**src/rtl/sdram_cmd_sequencer.sv**
```systemverilog
// rtl/sdram_cmd_sequencer.sv - host request to SDRAM pin-level command sequencer
//
// Turns one accepted host request (mode program, burst write or burst read)
// into a registered CS/RAS/CAS/WE/BS/ADDR/SIZE command stream. The stream
// honours the programmed tpre/tcas/tlat/twait timing and the burst length.
//
// Ports:
//   clk, reset            clock; asynchronous active-low reset
//   req_valid/req_ready   host request handshake (ready only in IDLE)
//   req_op/cfg/bank/row/col/size  request fields, latched at accept
//   wr_data/wr_valid/wr_ready     write beat stream (ready = beat consumed)
//   rd_data/rd_valid/rd_last      read beat stream, no backpressure
//   done                  one-cycle pulse on return to IDLE
//   sd_cs/ras/cas/we      SDRAM command pins, active-low
//   sd_bs/addr/size       bank, address/mode word, transfer size
//   sd_dout/sd_doe/sd_din write data pad, output enable, read data pad
module sdram_cmd_sequencer #(
    parameter logic [7:0] RST_TCAS  = 8'd3,
    parameter logic [7:0] RST_TWAIT = 8'd3,
    parameter logic [7:0] RST_TPRE  = 8'd3,
    parameter logic [3:0] RST_TLAT  = 4'd4,
    parameter logic [2:0] RST_BURST = 3'b010
) (
    input  logic        clk,
    input  logic        reset,
    input  logic        req_valid,
    output logic        req_ready,
    input  logic [1:0]  req_op,
    input  logic [31:0] req_cfg,
    input  logic [1:0]  req_bank,
    input  logic [7:0]  req_row,
    input  logic [7:0]  req_col,
    input  logic [1:0]  req_size,
    input  logic [31:0] wr_data,
    input  logic        wr_valid,
    output logic        wr_ready,
    output logic [31:0] rd_data,
    output logic        rd_valid,
    output logic        rd_last,
    output logic        done,
    output logic        sd_cs,
    output logic        sd_ras,
    output logic        sd_cas,
    output logic        sd_we,
    output logic [1:0]  sd_bs,
    output logic [31:0] sd_addr,
    output logic [1:0]  sd_size,
    output logic [31:0] sd_dout,
    output logic        sd_doe,
    input  logic [31:0] sd_din
);

    localparam logic [3:0] S_IDLE   = 4'd0;
    localparam logic [3:0] S_MODE   = 4'd1;
    localparam logic [3:0] S_PRE    = 4'd2;
    localparam logic [3:0] S_PRE_W  = 4'd3;
    localparam logic [3:0] S_ACT    = 4'd4;
    localparam logic [3:0] S_ACT_W  = 4'd5;
    localparam logic [3:0] S_WR     = 4'd6;
    localparam logic [3:0] S_RD     = 4'd7;
    localparam logic [3:0] S_RD_LAT = 4'd8;
    localparam logic [3:0] S_RD_DAT = 4'd9;
    localparam logic [3:0] S_TWAIT  = 4'd10;

    // {CS,RAS,CAS,WE}
    localparam logic [3:0] CMD_MODE  = 4'b0000;
    localparam logic [3:0] CMD_PRE   = 4'b0001;
    localparam logic [3:0] CMD_ACT   = 4'b0011;
    localparam logic [3:0] CMD_WRITE = 4'b0100;
    localparam logic [3:0] CMD_READ  = 4'b0101;
    localparam logic [3:0] CMD_NOP   = 4'b1111;
    localparam logic [3:0] CMD_BUSY  = 4'b1100;

    logic [3:0]  state_q, state_d;
    logic [7:0]  wait_q, wait_d;
    logic [6:0]  cnt_q, cnt_d;
    logic [7:0]  tcas_q, tcas_d, twait_q, twait_d, tpre_q, tpre_d;
    logic [3:0]  tlat_q, tlat_d;
    logic [2:0]  burst_q, burst_d;
    logic        is_rd_q, is_rd_d;
    logic [7:0]  row_q, row_d, col_q, col_d;
    logic [3:0]  cmd_q, cmd_d;
    logic [1:0]  bs_q, bs_d, size_q, size_d;
    logic [31:0] addr_q, addr_d, dout_q, dout_d, rd_data_q, rd_data_d;
    logic        doe_q, doe_d, req_ready_q, req_ready_d, wr_ready_q, wr_ready_d;
    logic        rd_valid_q, rd_valid_d, rd_last_q, rd_last_d, done_q, done_d;
    logic [6:0]  bl;

    // Wait counters count down to zero, so a field value v gives v-1
    // extra cycles; a programmed 0 behaves like 1.
    function automatic logic [7:0] m1(input logic [7:0] v);
        return (v == 8'd0) ? 8'd0 : v - 8'd1;
    endfunction

    always_comb begin
        case (burst_q)
            3'd0:    bl = 7'd1;
            3'd1:    bl = 7'd2;
            3'd2:    bl = 7'd4;
            3'd3:    bl = 7'd8;
            3'd4:    bl = 7'd16;
            3'd5:    bl = 7'd32;
            default: bl = 7'd64;
        endcase
    end

    always_comb begin
        state_d     = state_q;
        wait_d      = wait_q;
        cnt_d       = cnt_q;
        tcas_d      = tcas_q;
        twait_d     = twait_q;
        tpre_d      = tpre_q;
        tlat_d      = tlat_q;
        burst_d     = burst_q;
        is_rd_d     = is_rd_q;
        row_d       = row_q;
        col_d       = col_q;
        cmd_d       = CMD_NOP;
        bs_d        = bs_q;
        size_d      = size_q;
        addr_d      = addr_q;
        dout_d      = dout_q;
        rd_data_d   = rd_data_q;
        doe_d       = 1'b0;
        req_ready_d = 1'b0;
        wr_ready_d  = 1'b0;
        rd_valid_d  = 1'b0;
        rd_last_d   = 1'b0;
        done_d      = 1'b0;

        case (state_q)
            S_IDLE: begin
                req_ready_d = 1'b1;
                if (req_valid) begin
                    is_rd_d = (req_op == 2'b10);
                    row_d   = req_row;
                    col_d   = req_col;
                    case (req_op)
                        2'b00: begin
                            state_d     = S_MODE;
                            cmd_d       = CMD_MODE;
                            addr_d      = req_cfg;
                            req_ready_d = 1'b0;
                        end
                        2'b01, 2'b10: begin
                            state_d     = S_PRE;
                            cmd_d       = CMD_PRE;
                            bs_d        = req_bank;
                            size_d      = req_size;
                            wait_d      = m1(tpre_q);
                            req_ready_d = 1'b0;
                        end
                        default: ; // op 11: consumed, nothing issued
                    endcase
                end
            end
            S_MODE: begin
                // sd_addr still carries the program word during this cycle.
                // addr_mode only matters to the device, so it is not kept.
                tcas_d  = addr_q[31:24];
                twait_d = addr_q[23:16];
                tpre_d  = addr_q[15:8];
                tlat_d  = addr_q[7:4];
                burst_d = addr_q[2:0];
                state_d = S_TWAIT;
                wait_d  = m1(addr_q[23:16]);
            end
            S_PRE, S_PRE_W: begin
                if (wait_q == 8'd0) begin
                    state_d = S_ACT;
                    cmd_d   = CMD_ACT;
                    addr_d  = {24'b0, row_q};
                    wait_d  = m1(tcas_q);
                end else begin
                    state_d = S_PRE_W;
                    wait_d  = wait_q - 8'd1;
                end
            end
            S_ACT, S_ACT_W: begin
                if (wait_q != 8'd0) begin
                    state_d = S_ACT_W;
                    wait_d  = wait_q - 8'd1;
                end else if (is_rd_q) begin
                    state_d = S_RD;
                    cmd_d   = CMD_READ;
                    addr_d  = {24'b0, col_q};
                    wait_d  = m1({4'b0, tlat_q});
                end else if (wr_valid) begin
                    state_d    = S_WR;
                    cmd_d      = CMD_WRITE;
                    addr_d     = {24'b0, col_q};
                    dout_d     = wr_data;
                    doe_d      = 1'b1;
                    wr_ready_d = 1'b1;
                    cnt_d      = 7'd1;
                end else begin
                    // First beat is late: hold off WRITE with plain NOPs.
                    state_d = S_ACT_W;
                end
            end
            S_WR: begin
                if (cnt_q == bl) begin
                    state_d = S_TWAIT;
                    wait_d  = m1(twait_q);
                end else if (wr_valid) begin
                    dout_d     = wr_data;
                    doe_d      = 1'b1;
                    wr_ready_d = 1'b1;
                    cnt_d      = cnt_q + 7'd1;
                end else begin
                    cmd_d = CMD_BUSY;
                end
            end
            S_RD, S_RD_LAT: begin
                if (wait_q == 8'd0) begin
                    state_d = S_RD_DAT;
                    cnt_d   = 7'd0;
                end else begin
                    state_d = S_RD_LAT;
                    wait_d  = wait_q - 8'd1;
                end
            end
            S_RD_DAT: begin
                rd_valid_d = 1'b1;
                rd_data_d  = sd_din;
                cnt_d      = cnt_q + 7'd1;
                if (cnt_q + 7'd1 == bl) begin
                    rd_last_d = 1'b1;
                    state_d   = S_TWAIT;
                    wait_d    = m1(twait_q);
                end
            end
            S_TWAIT: begin
                if (wait_q == 8'd0) begin
                    state_d     = S_IDLE;
                    done_d      = 1'b1;
                    req_ready_d = 1'b1;
                    bs_d        = 2'b0;
                    size_d      = 2'b0;
                end else begin
                    wait_d = wait_q - 8'd1;
                end
            end
            default: begin
                state_d     = S_IDLE;
                req_ready_d = 1'b1;
            end
        endcase
    end

    always_ff @(posedge clk or negedge reset) begin
        if (!reset) begin
            state_q     <= S_IDLE;
            wait_q      <= 8'd0;
            cnt_q       <= 7'd0;
            tcas_q      <= RST_TCAS;
            twait_q     <= RST_TWAIT;
            tpre_q      <= RST_TPRE;
            tlat_q      <= RST_TLAT;
            burst_q     <= RST_BURST;
            is_rd_q     <= 1'b0;
            row_q       <= 8'd0;
            col_q       <= 8'd0;
            cmd_q       <= CMD_NOP;
            bs_q        <= 2'b0;
            size_q      <= 2'b0;
            addr_q      <= 32'd0;
            dout_q      <= 32'd0;
            rd_data_q   <= 32'd0;
            doe_q       <= 1'b0;
            req_ready_q <= 1'b1;
            wr_ready_q  <= 1'b0;
            rd_valid_q  <= 1'b0;
            rd_last_q   <= 1'b0;
            done_q      <= 1'b0;
        end else begin
            state_q     <= state_d;
            wait_q      <= wait_d;
            cnt_q       <= cnt_d;
            tcas_q      <= tcas_d;
            twait_q     <= twait_d;
            tpre_q      <= tpre_d;
            tlat_q      <= tlat_d;
            burst_q     <= burst_d;
            is_rd_q     <= is_rd_d;
            row_q       <= row_d;
            col_q       <= col_d;
            cmd_q       <= cmd_d;
            bs_q        <= bs_d;
            size_q      <= size_d;
            addr_q      <= addr_d;
            dout_q      <= dout_d;
            rd_data_q   <= rd_data_d;
            doe_q       <= doe_d;
            req_ready_q <= req_ready_d;
            wr_ready_q  <= wr_ready_d;
            rd_valid_q  <= rd_valid_d;
            rd_last_q   <= rd_last_d;
            done_q      <= done_d;
        end
    end

    assign {sd_cs, sd_ras, sd_cas, sd_we} = cmd_q;
    assign sd_bs     = bs_q;
    assign sd_addr   = addr_q;
    assign sd_size   = size_q;
    assign sd_dout   = dout_q;
    assign sd_doe    = doe_q;
    assign req_ready = req_ready_q;
    assign wr_ready  = wr_ready_q;
    assign rd_data   = rd_data_q;
    assign rd_valid  = rd_valid_q;
    assign rd_last   = rd_last_q;
    assign done      = done_q;

endmodule

```
**config.mk**
```make
export PLATFORM = sky130hd
export DESIGN_NAME = sdram_cmd_sequencer
export DESIGN_NICKNAME = d
export VERILOG_FILES = /design/src/rtl/sdram_cmd_sequencer.sv
export SDC_FILE = /design/constraint.sdc
export NUM_CORES = 1
export LEC_CHECK = 0
export BUFFER_PORTS_ARGS = -buffer_cell sky130_fd_sc_hd__buf_4
export CAP_MARGIN = 40
export CELL_PAD_IN_SITES_DETAIL_PLACEMENT = 1
export CELL_PAD_IN_SITES_GLOBAL_PLACEMENT = 2
export CORE_MARGIN = 2
export CORE_UTILIZATION = 35
export DETAILED_ROUTE_END_ITERATION = 12
export PLACE_DENSITY_LB_ADDON = 0.05
export SKIP_LAST_GASP = 1
export SLEW_MARGIN = 5
export SYNTH_ARGS = -nofsm -noshare
export SYNTH_HDL_FRONTEND = slang
export SYNTH_SLANG_ARGS = --single-unit
export TNS_END_PERCENT = 10
```
**constraint.sdc**
```tcl
create_clock -name clk -period 4 [get_ports clk]
set_input_delay 0.2 -clock clk [delete_from_list [all_inputs] [get_ports clk]]
set_output_delay 0.2 -clock clk [all_outputs]
set_load 0.02 [all_outputs]
```
# Word-level counts from Yosys, hierarchy flattened
# Index checks and enable logic that the tools add are counted.
[word_totals] ff_bits=176 out_inout_bits=110 elab_cells=168
[classes] n_addsub=7 n_eq_ne=36 n_mux=74 n_reduce_logical=29
[ops] operator="$mux W32" n=10
[ops] operator="$mux W8" n=13
[ops] operator="$pmux W32 S3" n=1
[ops] operator="$pmux W32 S2" n=1
[ops] operator="$pmux W8 S7" n=1
[ops] operator="$mux W7" n=6
[ops] operator="$pmux W7 S6" n=1
[ops] operator="$logic_not A8 Y1" n=5
[ops] operator="$sub A8 B1 Y8 const B" n=5
[ops] operator="$mux W4" n=9
[ops] operator="$pmux W4 S8" n=1
[ops] operator="$pmux W7 S4" n=1
[ops] operator="$ne A2 B2 Y1 const B" n=12
[ops] operator="$mux W2" n=10
[ops] operator="$eq A4 B3 Y1 const B" n=4
[ops] operator="$pmux W4 S2" n=2
[ops] operator="$pmux W4 S4" n=1
[ops] operator="$eq A7 B7 Y1" n=2
[ops] operator="$reduce_and A7 Y1" n=2
[ops] operator="$eq A4 B4 Y1 const B" n=3
[ops] operator="$mux W1" n=12
[ops] operator="$reduce_or A9 Y1" n=1
[ops] operator="$eq A4 B2 Y1 const B" n=2
[ops] operator="$logic_not A4 Y1" n=2
[ops] operator="other kinds (28)" n=39

# Logic depth before layout (Yosys ltp)
[logic_depth] ltp_word=5 ltp_mapped=9 mapped_depth_nobuf=8

# Worst setup path before layout
# OpenSTA, ideal clock, no wires.
[synth_path] path_kind="register -> register" from="register burst_q[1]" to="register dout_q[10], in the netlist sd_dout[10]" t_arrival_ns=2.455 setup_slack_ns=1.420 stages_incl_launch_ff=10 path_buffers=3 synth_period_minus_slack_ns=2.580 cell_sequence="dfstp_2 > clkbuf_1 > buf_2 > nor4bb_1 > nand2_1 > o211a_1 > o21a_1 > o2111ai_4 > buf_6 > mux2_4"
[synth_between] elab_chain_cells=5 word_cells_on_any_way=10 cone_classes="eq/ne (7); mux (1); reduce/logical (2)"
[synth_lines] item="start: declaration" line_no="79" rtl="logic [2:0] burst_q, burst_d;"
[synth_lines] item="start signal: assignment" line_no="285" rtl="burst_q <= burst_d;"
[synth_lines] item="$eq A3 B3 Y1, or another cell as far along" line_no="96" rtl="case (burst_q)"
[synth_lines] item="$pmux W7 S6 (*)" line_no="96"
[synth_lines] item="$eq A7 B7 Y1 (*)" line_no="203" rtl="if (cnt_q == bl) begin"
[synth_lines] item="$ne A2 B2 Y1 (no line) (*)"
[synth_lines] item="$reduce_and A4 Y1 (no line) (*)"
[synth_lines] item="end signal: assignment" line_no="293" rtl="dout_q <= dout_d;"
[synth_lines] item="end: declaration" line_no="84" rtl="logic [31:0] addr_q, addr_d, dout_q, dout_d, rd_data_q, rd_data_d;"
# Mark *: on every way between the ends. The rest lies on a longest branch, timed or not.
# A chain may end at the register's enable or synchronous reset.

# Worst setup path in the final report
[layout_path] from="register burst_q[0]" to="register dout_q[31], in the netlist sd_dout[31]"
# The elaborated chain is that of the path after synthesis.

==> flow_metrics.env <==
export IMPL_synth_area_um2=9060
export IMPL_totalNegativeSetupSlack_ns=0
export IMPL_final_cell_area_um2=12800
export IMPL_cts_tree="done"
export IMPL_endpoint="sd_dout[31]"
export IMPL_die_area_um2=27200
export IMPL_cts_setup_buffers=0
export IMPL_final_util=0.506
export IMPL_synth_compound_area_frac=0.127
export IMPL_path_class="reg -> reg"
export IMPL_clk_latency_ns=0.44
export IMPL_fill_cells=2822
export IMPL_synth_top_family_by_area="simple AND/OR/NAND/NOR gates"
export IMPL_clk_path_buf_depth=2
export IMPL_ant_nets=0
export IMPL_rsz0062_at_grt="false"
export IMPL_synthTopCellsByArea="dfrtp_1 (45%), nand2_1 (7.5%), mux2_2 (6.1%), mux2_4 (4.8%), dfstp_2 (3.8%)"
export IMPL_avgViaCountPerCell=5.16
export IMPL_path_clk_slew_ns=0.09
export IMPL_synth_top_area_cell="dfrtp_1"
export IMPL_numPortBuffers=231
export IMPL_grt_pass1_wl_um=44800
export IMPL_drv_slew=0
export IMPL_hold_start="req_cfg[21]"
export IMPL_synthXorXnorAreaFrac=0.0228
export IMPL_cts_num_sinks=176
export IMPL_synth_edf_count=0
export IMPL_crit_fanout=33
export IMPL_crit_path_end_kind="flip-flop"
export IMPL_synth_top_cell_area_share=0.450
export IMPL_status="finished, final reports clean"
export IMPL_seq_area_frac_synth=0.488
export IMPL_fin_crit_ns=3.13
export IMPL_ys_seq_elements=176
export IMPL_num_antenna_cells=0
export IMPL_startpoint_type="flip-flop"
export IMPL_h_tree_depth=4
export IMPL_ys_types=77
export IMPL_final_setup_viol_count=0
export IMPL_place_area_um2=11100
export IMPL_synthArstFlopShare=1.00
export IMPL_synth_ff_type="dfrtp_1"
export IMPL_area_growth_pct=41.6
export IMPL_finalCritPeriodShare=0.784
export IMPL_fmaxAchievable_mhz=319
export IMPL_die_w_um=165
export IMPL_post_drt_wl_per_cell_um=18.2
export IMPL_root_buffer="clkbuf_16"
export IMPL_rr_worst_depth=7
export IMPL_std_cell_rows=58
export IMPL_core_area_um2=25300
export IMPL_synthCells=899
export IMPL_drv_cap=0
export IMPL_cts_resized=0
export IMPL_firstDrtPassIters=4
export IMPL_start_util=0.358
export IMPL_yosys_area_share_simple=0.193
export IMPL_overflow=0
export IMPL_antenna_found_initial=0
export IMPL_drive_gt1_frac=0.316
export IMPL_p_total_mw=9.43
export IMPL_grt_pass1_vias=8258
export IMPL_hold_viol_final=0
export IMPL_drt_wl_total_um=28400
export IMPL_drt_iter0_drc=446
export IMPL_dp_hpwl_um=19800
export IMPL_worst_pin_slew_ns=0.832
export IMPL_required_ns=4.33
export IMPL_ys_warn_count=0
export IMPL_vias=8070
export IMPL_cp_arrival_ns=3.47
export IMPL_synthMuxAreaShare=0.116
export IMPL_tritoncts_num_buffers=17
export IMPL_ios=232
export IMPL_setup_worst_path_start="burst_q[0]"
export IMPL_grt_use_total=0.210
export IMPL_synth_fa_ha_area_frac=0.0180
export IMPL_yosys_cell_count_top_type="nand2_1"
export IMPL_relSlewSlack=0.437
export IMPL_place_congestion=0.786
export IMPL_synth_fp_nets=1034
export IMPL_holdPathStages=3
export IMPL_skew_ns=0.0158
export IMPL_r2r_slack_ns=0.87
export IMPL_ctsHoldBuffers=107
export IMPL_ir_worst_vdd_mv=0.304
export IMPL_synth_common_cells="nand2_1 (182), dfrtp_1 (163), o21ai_0 (58)"
export IMPL_hold_class="in -> reg"
export IMPL_drc=0
export IMPL_grt_max_degree=58
export IMPL_power_density_nw_per_um2=735
export IMPL_die_y_um=165
export IMPL_avgSynthCellArea_um2=10.1
export IMPL_nets=1355
export IMPL_timing_rr_end="sd_dout[31]"
export IMPL_r2r_start="burst_q[0]"
export IMPL_p_leak_nw=6.10
==> report_power, final <==
part / switching, mW / internal [mW]
combinational: 2.51 / 1.99
clock: 0.875 / 0.852
sequential: 0.697 / 2.50
total: 4.08 / 5.35
==> final cells by class <==
cell class	count	area [µm²]	area share
multi-input combinational	648	4330	0.338
tap	330	413	0.0322
timing repair buffer	354	2970	0.231
sequential	176	4420	0.345
inverter	23	86.3	0.00673
clock buffer	17	425	0.0332
clock inverter	15	181	0.0141
==> per-layer routing <==
metal | share of wire | wire (µm) | GRT usage
met1 | 0.46 | 13200 | 0.286
met2 | 0.48 | 13600 | 0.350
met3 | 0.048 | 1370 | 0.0359
met4 | 0.010 | 290 | 0.0514
met5 | 0 | 0 | 0
==> worst max-delay path: stages (launching register included) <==
cell,delay [ns]
dfrtp_1,0.59
nor2b_1,0.26
or4bb_1,0.50
a32o_1,0.29
o21a_1,0.23
o2111ai_4,0.20
buf_4,0.53
mux2_2,0.40
==> kinds of logic after synthesis <==
kind of cell	after synthesis
compound gates	169
buf+inv	75
fa+ha+maj	13
flops	176
simple gates	360
xor+xnor	22
mux	84
==> placed cells by master, fill, tap and decap left out, types with 12 or more instances in the layout <==
master / count
buf_4: 243
clkbuf_16: 17
dfrtp_1: 163
dfstp_2: 13
dlygate4sd3_1: 107
ha_1: 13
inv_1: 22
mux2_2: 49
mux2_4: 29
nand2_1: 182
nand2b_1: 12
nand3_1: 29
nor2_1: 37
nor3_1: 23
o21ai_0: 58
o22ai_1: 20
xnor2_1: 14
==> how the worst min path moves through the flow <==
stage	to	slack [ns]
after floorplan	burst_q[0]	-0.1
after global placement	rd_data[10]	0.37
after detailed placement	rd_data[10]	0.13
after CTS	sd_addr[21]	0.002
after global routing	sd_addr[21]	0.02
final	sd_addr[21]	0.01
==> sequential cells by signal (all words and copies together), names as in the netlist, 2 cells and up <==
| register | count |
|---|---|
| col_q | 8 |
| row_q | 8 |
| twait_q | 8 |
| tpre_q | 8 |
| sd_addr | 32 |
| wait_q | 8 |
| cmd_q | 4 |
| tcas_q | 8 |
| burst_q | 3 |
| cnt_q | 7 |
| sd_size | 2 |
| rd_data | 32 |
| tlat_q | 4 |
| sd_bs | 2 |
| sd_dout | 32 |
| state_q | 4 |
==> through the flow <==
stage / hold slack [ns] / setup slack [ns] / std cells
3_3_place_gp: 0.369 / 0.927 / 1422
6_report: 0.0126 / 0.865 / 1563
5_1_grt: 0.0209 / 0.681 / 1563
2_1_floorplan: -0.0956 / 1.42 / 899
3_5_place_dp: 0.134 / 0.846 / 1424
4_1_cts: 0.00188 / 0.847 / 1563
No activity file was read; power rests on OpenSTA's default activity.
